<file path="config.mk">
export PLATFORM = sky130hd
export DESIGN_NAME = crc_frame_parser
export DESIGN_NICKNAME = d
export VERILOG_FILES = /design/src/rtl/crc_frame_parser.sv
export SDC_FILE = /design/constraint.sdc
export NUM_CORES = 1
export LEC_CHECK = 0
export CORE_MARGIN = 10
export CORE_UTILIZATION = 45
export CTS_CLUSTER_SIZE = 25
export DETAILED_ROUTE_END_ITERATION = 8
export DONT_BUFFER_PORTS = 1
export HOLD_SLACK_MARGIN = 0.08
export SYNTH_ARGS = -nofsm -noshare
export SYNTH_HDL_FRONTEND = slang
export SYNTH_SLANG_ARGS = --single-unit
</file>
<file path="constraint.sdc">
create_clock -name clk -period 2.15 [get_ports clk]
set_input_delay 0.215 -clock clk [delete_from_list [all_inputs] [get_ports clk]]
set_output_delay 0.215 -clock clk [all_outputs]
set_load 0.01 [all_outputs]
</file>
<file path="src/rtl/crc_frame_parser.sv">
// Splits a SOF/LEN/payload/CRC byte stream into a count stream (LEN) and a data stream (payload + CRC).
// Optional statistics counters (frame_cnt, drop_cnt) are built when CRC_PARSER_STATS_EN is defined.
module crc_frame_parser #(
    parameter logic [7:0]  SOF_BYTE = 8'h7E,
    parameter int unsigned MAX_LEN  = 64
) (
    input  logic        clk,
    input  logic        rst,
    input  logic        in_valid,
    output logic        in_ready,
    input  logic [7:0]  in_data,
    output logic        cnt_valid,
    input  logic        cnt_ready,
    output logic [7:0]  cnt_data,
    output logic        d_valid,
    input  logic        d_ready,
    output logic [7:0]  d_data,
    output logic        err_len,
    output logic        frame_done
`ifdef CRC_PARSER_STATS_EN
    ,
    output logic [15:0] frame_cnt,
    output logic [15:0] drop_cnt
`endif
);

    localparam logic [7:0] MAX_LEN_B = 8'(MAX_LEN);

    typedef enum logic [2:0] {
        S_HUNT,
        S_LEN,
        S_CNT,
        S_PAY,
        S_CRC,
        S_DONE
    } state_t;

    state_t     state_q, state_d;
    logic       cnt_valid_q, cnt_valid_d;
    logic [7:0] cnt_data_q, cnt_data_d;
    logic       d_valid_q, d_valid_d;
    logic [7:0] d_data_q, d_data_d;
    logic [7:0] remaining_q, remaining_d;
    logic       err_len_q, err_len_d;
    logic       frame_done_q, frame_done_d;
    logic       d_slot_free;
    logic       d_drain;

    always_comb begin
        state_d      = state_q;
        cnt_valid_d  = cnt_valid_q;
        cnt_data_d   = cnt_data_q;
        d_valid_d    = d_valid_q;
        d_data_d     = d_data_q;
        remaining_d  = remaining_q;
        err_len_d    = 1'b0;
        frame_done_d = 1'b0;
        in_ready     = 1'b0;

        d_slot_free = !d_valid_q || d_ready;
        d_drain     = d_valid_q && d_ready;

        // A drained beat clears valid; a same-cycle load below sets it again.
        if (d_drain) begin
            d_valid_d = 1'b0;
        end

        case (state_q)
            S_HUNT: begin
                in_ready = 1'b1;
                if (in_valid && (in_data == SOF_BYTE)) begin
                    state_d = S_LEN;
                end
            end
            S_LEN: begin
                in_ready = 1'b1;
                if (in_valid) begin
                    if (in_data > MAX_LEN_B) begin
                        err_len_d = 1'b1;
                        state_d   = S_HUNT;
                    end else begin
                        cnt_data_d  = in_data;
                        cnt_valid_d = 1'b1;
                        remaining_d = in_data;
                        state_d     = S_CNT;
                    end
                end
            end
            S_CNT: begin
                if (cnt_valid_q && cnt_ready) begin
                    cnt_valid_d = 1'b0;
                    state_d     = (remaining_q == '0) ? S_CRC : S_PAY;
                end
            end
            S_PAY: begin
                in_ready = d_slot_free;
                if (in_valid && d_slot_free) begin
                    d_data_d  = in_data;
                    d_valid_d = 1'b1;
                    if (remaining_q != '0) begin
                        remaining_d = remaining_q - 8'd1;
                    end
                    if (remaining_q == 8'd1) begin
                        state_d = S_CRC;
                    end
                end
            end
            S_CRC: begin
                in_ready = d_slot_free;
                if (in_valid && d_slot_free) begin
                    d_data_d  = in_data;
                    d_valid_d = 1'b1;
                    state_d   = S_DONE;
                end
            end
            S_DONE: begin
                if (d_drain) begin
                    frame_done_d = 1'b1;
                    state_d      = S_HUNT;
                end
            end
            default: begin
                state_d = S_HUNT;
            end
        endcase
    end

    always_ff @(posedge clk) begin
        if (rst) begin
            state_q      <= S_HUNT;
            cnt_valid_q  <= 1'b0;
            cnt_data_q   <= '0;
            d_valid_q    <= 1'b0;
            d_data_q     <= '0;
            remaining_q  <= '0;
            err_len_q    <= 1'b0;
            frame_done_q <= 1'b0;
        end else begin
            state_q      <= state_d;
            cnt_valid_q  <= cnt_valid_d;
            cnt_data_q   <= cnt_data_d;
            d_valid_q    <= d_valid_d;
            d_data_q     <= d_data_d;
            remaining_q  <= remaining_d;
            err_len_q    <= err_len_d;
            frame_done_q <= frame_done_d;
        end
    end

    assign cnt_valid  = cnt_valid_q;
    assign cnt_data   = cnt_data_q;
    assign d_valid    = d_valid_q;
    assign d_data     = d_data_q;
    assign err_len    = err_len_q;
    assign frame_done = frame_done_q;

`ifdef CRC_PARSER_STATS_EN
    logic [15:0] frame_cnt_q, frame_cnt_d;
    logic [15:0] drop_cnt_q, drop_cnt_d;

    // Counters follow the registered pulses and saturate rather than wrap.
    always_comb begin
        frame_cnt_d = frame_cnt_q;
        drop_cnt_d  = drop_cnt_q;
        if (frame_done_q && (frame_cnt_q != '1)) begin
            frame_cnt_d = frame_cnt_q + 16'd1;
        end
        if (err_len_q && (drop_cnt_q != '1)) begin
            drop_cnt_d = drop_cnt_q + 16'd1;
        end
    end

    always_ff @(posedge clk) begin
        if (rst) begin
            frame_cnt_q <= '0;
            drop_cnt_q  <= '0;
        end else begin
            frame_cnt_q <= frame_cnt_d;
            drop_cnt_q  <= drop_cnt_d;
        end
    end

    assign frame_cnt = frame_cnt_q;
    assign drop_cnt  = drop_cnt_q;
`endif

endmodule
</file>
==> metrics.md <==
| Metric | Value |
|---|---|
| Drt total wl | `roughly 4300 um` |
| Switch Pwr | `230 uW` |
| Leakage | `0.702 nW` |
| Final hold violations | `0` |
| Post-synthesis register bit count | `31` |
| Die X | `79.5 um` |
| Post-Syn Nets | `202` |
| CP startpoint | `remaining_q[1]` |
| Final setup viols | `0` |
| Drc violations | `0` |
| Async S/R FF share, synth | `0%` |
| Period utilisation layout | `98.4%` |
| Core ar. | `3390 sq um` |
| Worst EP arrival | `2.36 ns` |
| First-pass GRT wire length | `7200 um` |
| FF-to-FF path depth | `8` |
| H-Tree Depth | `2` |
| R2R Path Start | `remaining_q[1]` |
| Layout Cells excl Fill | `approximately 250` |
| Pwr/cell area | `552 nW/um^2` |
| # IOs | `34` |
| Hold slack | `approximately 0.11 ns` |
| Worst IR Drop VDD | `365 uV` |
| Number of max-cap violations | `0` |
| Least-Margin Pin Slew | `1.15 ns` |
| Layout Area Growth over Synthesis | `16.0%` |
| Vias in the first global route | `1,432` |
| Final instance area | `1850 sq um` |
| Register Area | `slightly above 600 sq um` |
| Overflow left after global routing | `0` |
| CTS tree | `yes` |
| Int Pwr | `790 uW` |
| Total track usage | `14.1%` |
| Clock slew at reported path FFs | `0.11 ns` |
| Crit. End Element | `register` |
| Fmax | `473 MHz` |
| Synth warn | `0` |
| CTS root buf | `clkbuf_4` |
| Avg Cell Area, Syn | `8.51 sq um` |
| Die area | `6320 sq um` |
| Fillers | `324` |
| DP HPWL | `slightly below 3000 um` |
| CP required | `2.40 ns` |
| Dpl cells | `230` |
| Period minus WS final | `2.12 ns` |
| IO buf count | `0` |
| Most frequent cells in the layout | `31 x nor2_1, 30 x dfxtp_1, 17 x mux2i_1, 14 x o21ai_0, 14 x nand2_1` |
| Dpl cell area | `1660 sq um` |
| Initial drt markers | `206` |
| Crit Path Max Fanout | `7` |
| First-pass DRT Iterations | `4` |
| Multi-input logic area | `926 sq um` |
| Initial antenna violation count | `0` |
| CTS Sinks | `31` |
| Switching share of power | `22.5%` |
| Largest net degree at the start of global routing | `31` |
| Register area share after synthesis | `39.0%` |
| Final Wtd Congestion | `0.821` |
| Clk_skew | `0.0130 ns` |
| Fin. max-slew vios | `0` |
| DR WL/cell | `17.2 um` |
| Routed Antenna Nets | `0` |
| Antenna diode count | `0` |
| Startpoint types | `register` |
| CTS Buf Count | `5` |
| Starting density of the core | `47.0%` |
| Vias | `1,456` |
| Most used flip-flop cell after synthesis | `dfxtp_1` |
| Status | `finished clean` |
| Clk buf depth | `2` |
| Post-synth EDFFs | `0` |
| Final Core Density | `54.4%` |
| Layout cells sized above 1 | `14.3%` |
| Final nets | `217` |
| Hold Crit Depth | `3` |
| Cell Area, Synth | `1590 sq um` |
| Vias/cell | `5.85` |
| Cell count after synthesis | `187` |
| Die H | `just under 80 um` |
| Worst skew pair latency | `0.33 ns` |
| HP Start | `rst` |
| Rows | `21` |
| Flop pwr share | `56.3%` |
| Logic pwr share | `5.0%` |
| Rel. slew slack | `a little under a quarter` |
| Clock Power Share | `38.6%` |
| DP Worst Slack | `about 0.086 ns` |
| Cell variety after synth | `39` |
| Worst Hold Class | `input pin to register` |
| Final WS setup | `about 0.034 ns` |
| Commonest non-fill, non-tap cell in the layout | `nor2_1` |
| Worst Setup Path Type | `register to register` |
==> area by class of cell <==
class                   instances  share of cell area, %
clock buffers                   7                   3.53
clock inverters                 1                  0.407
inverters                       4                  0.814
multi-input cells             143                   50.2
flip-flops and latches         31                   33.7
well taps                      46                   3.12
repair buffers                 17                   8.27
==> power by group through the flow <==
| stage | registers, mW | clock network, mW | logic (mW) |
|---|---|---|---|
| 2_1_floorplan | 0.588 | 0 | 0.0248 |
| 3_3_place_gp | 0.588 | 0 | 0.0232 |
| 3_5_place_dp | 0.588 | 0 | 0.0232 |
| 4_1_cts | 0.575 | 0.407 | 0.0509 |
| 5_1_grt | 0.575 | 0.436 | 0.0567 |
| 6_report | 0.574 | 0.394 | 0.0512 |
==> logic make-up after synthesis <==
kind of cell	synth area share [%]
simple gates	26.7
flops	39.0
fa+ha+maj	1.57
compound gates	17.4
mux	12.1
buf+inv	3.22
==> synth_stat cells, types with 3 or more instances <==
master    count  area share (%)
a21oi_1      12             3.8
nor3_1        3            0.94
a21o_1        3             1.4
nor2_1       31             7.3
mux2i_1      17              11
nor4_1        6             2.4
nand2b_1      5             2.0
inv_1         4            0.94
nand3b_1      3             1.4
nand3_1       3            0.94
dfxtp_1      31              39
nand2_1      14             3.3
o21ai_0      14             4.4
clkbuf_1      6             1.4
==> worst max-delay path, stage by stage, from the launching register on <==
cell	delay, ns
dfxtp_1	0.36
inv_1	0.10
ha_2	0.21
or3b_2	0.50
o211ai_1	0.22
buf_4	0.16
a21o_2	0.19
o21ai_0	0.11
a21oi_1	0.18
==> through the flow <==
step / power (mW) / setup TNS [ns]
floorplan: 0.612 / 0
global placement: 0.611 / 0
detailed placement: 0.611 / 0
CTS: 1.03 / 0
global route: 1.07 / -0.147
finish: 1.02 / 0
==> flip-flops by register name (all words and copies together), names as in the netlist <==
signal / flops
frame_done: 1
cnt_data: 8
state_q: 3
cnt_valid: 1
d_valid: 1
d_data: 8
err_len: 1
remaining_q: 8
==> worst paths after layout <==
check	slack (ns)	endpoint
max reg2reg	0.03	remaining_q[4]
max	0.03	remaining_q[4]
min reg2reg	0.50	remaining_q[7]
min	0.11	state_q[0]
==> routing by layer <==
layer / routed length (um) / global-route usage, % / up-vias / part of all wire (%)
met5: 0 / 0 / - / 0
met4: 39 / 4.30 / 0 / 0.91
met1: 1700 / 16.5 / 696 / 40
li1: - / - / 704 / -
met2: 2060 / 21.9 / 52 / 48
met3: 480 / 7.32 / 4 / 11
==> timing repair <==
action                                  CTS  global route
hold buffers                             10             0
hold endpoints to repair                 30             0
buffers inserted                          0             1
endpoints found under the setup margin    0             7
resized for setup                         0             3
No activity file was read; power rests on OpenSTA's default activity.
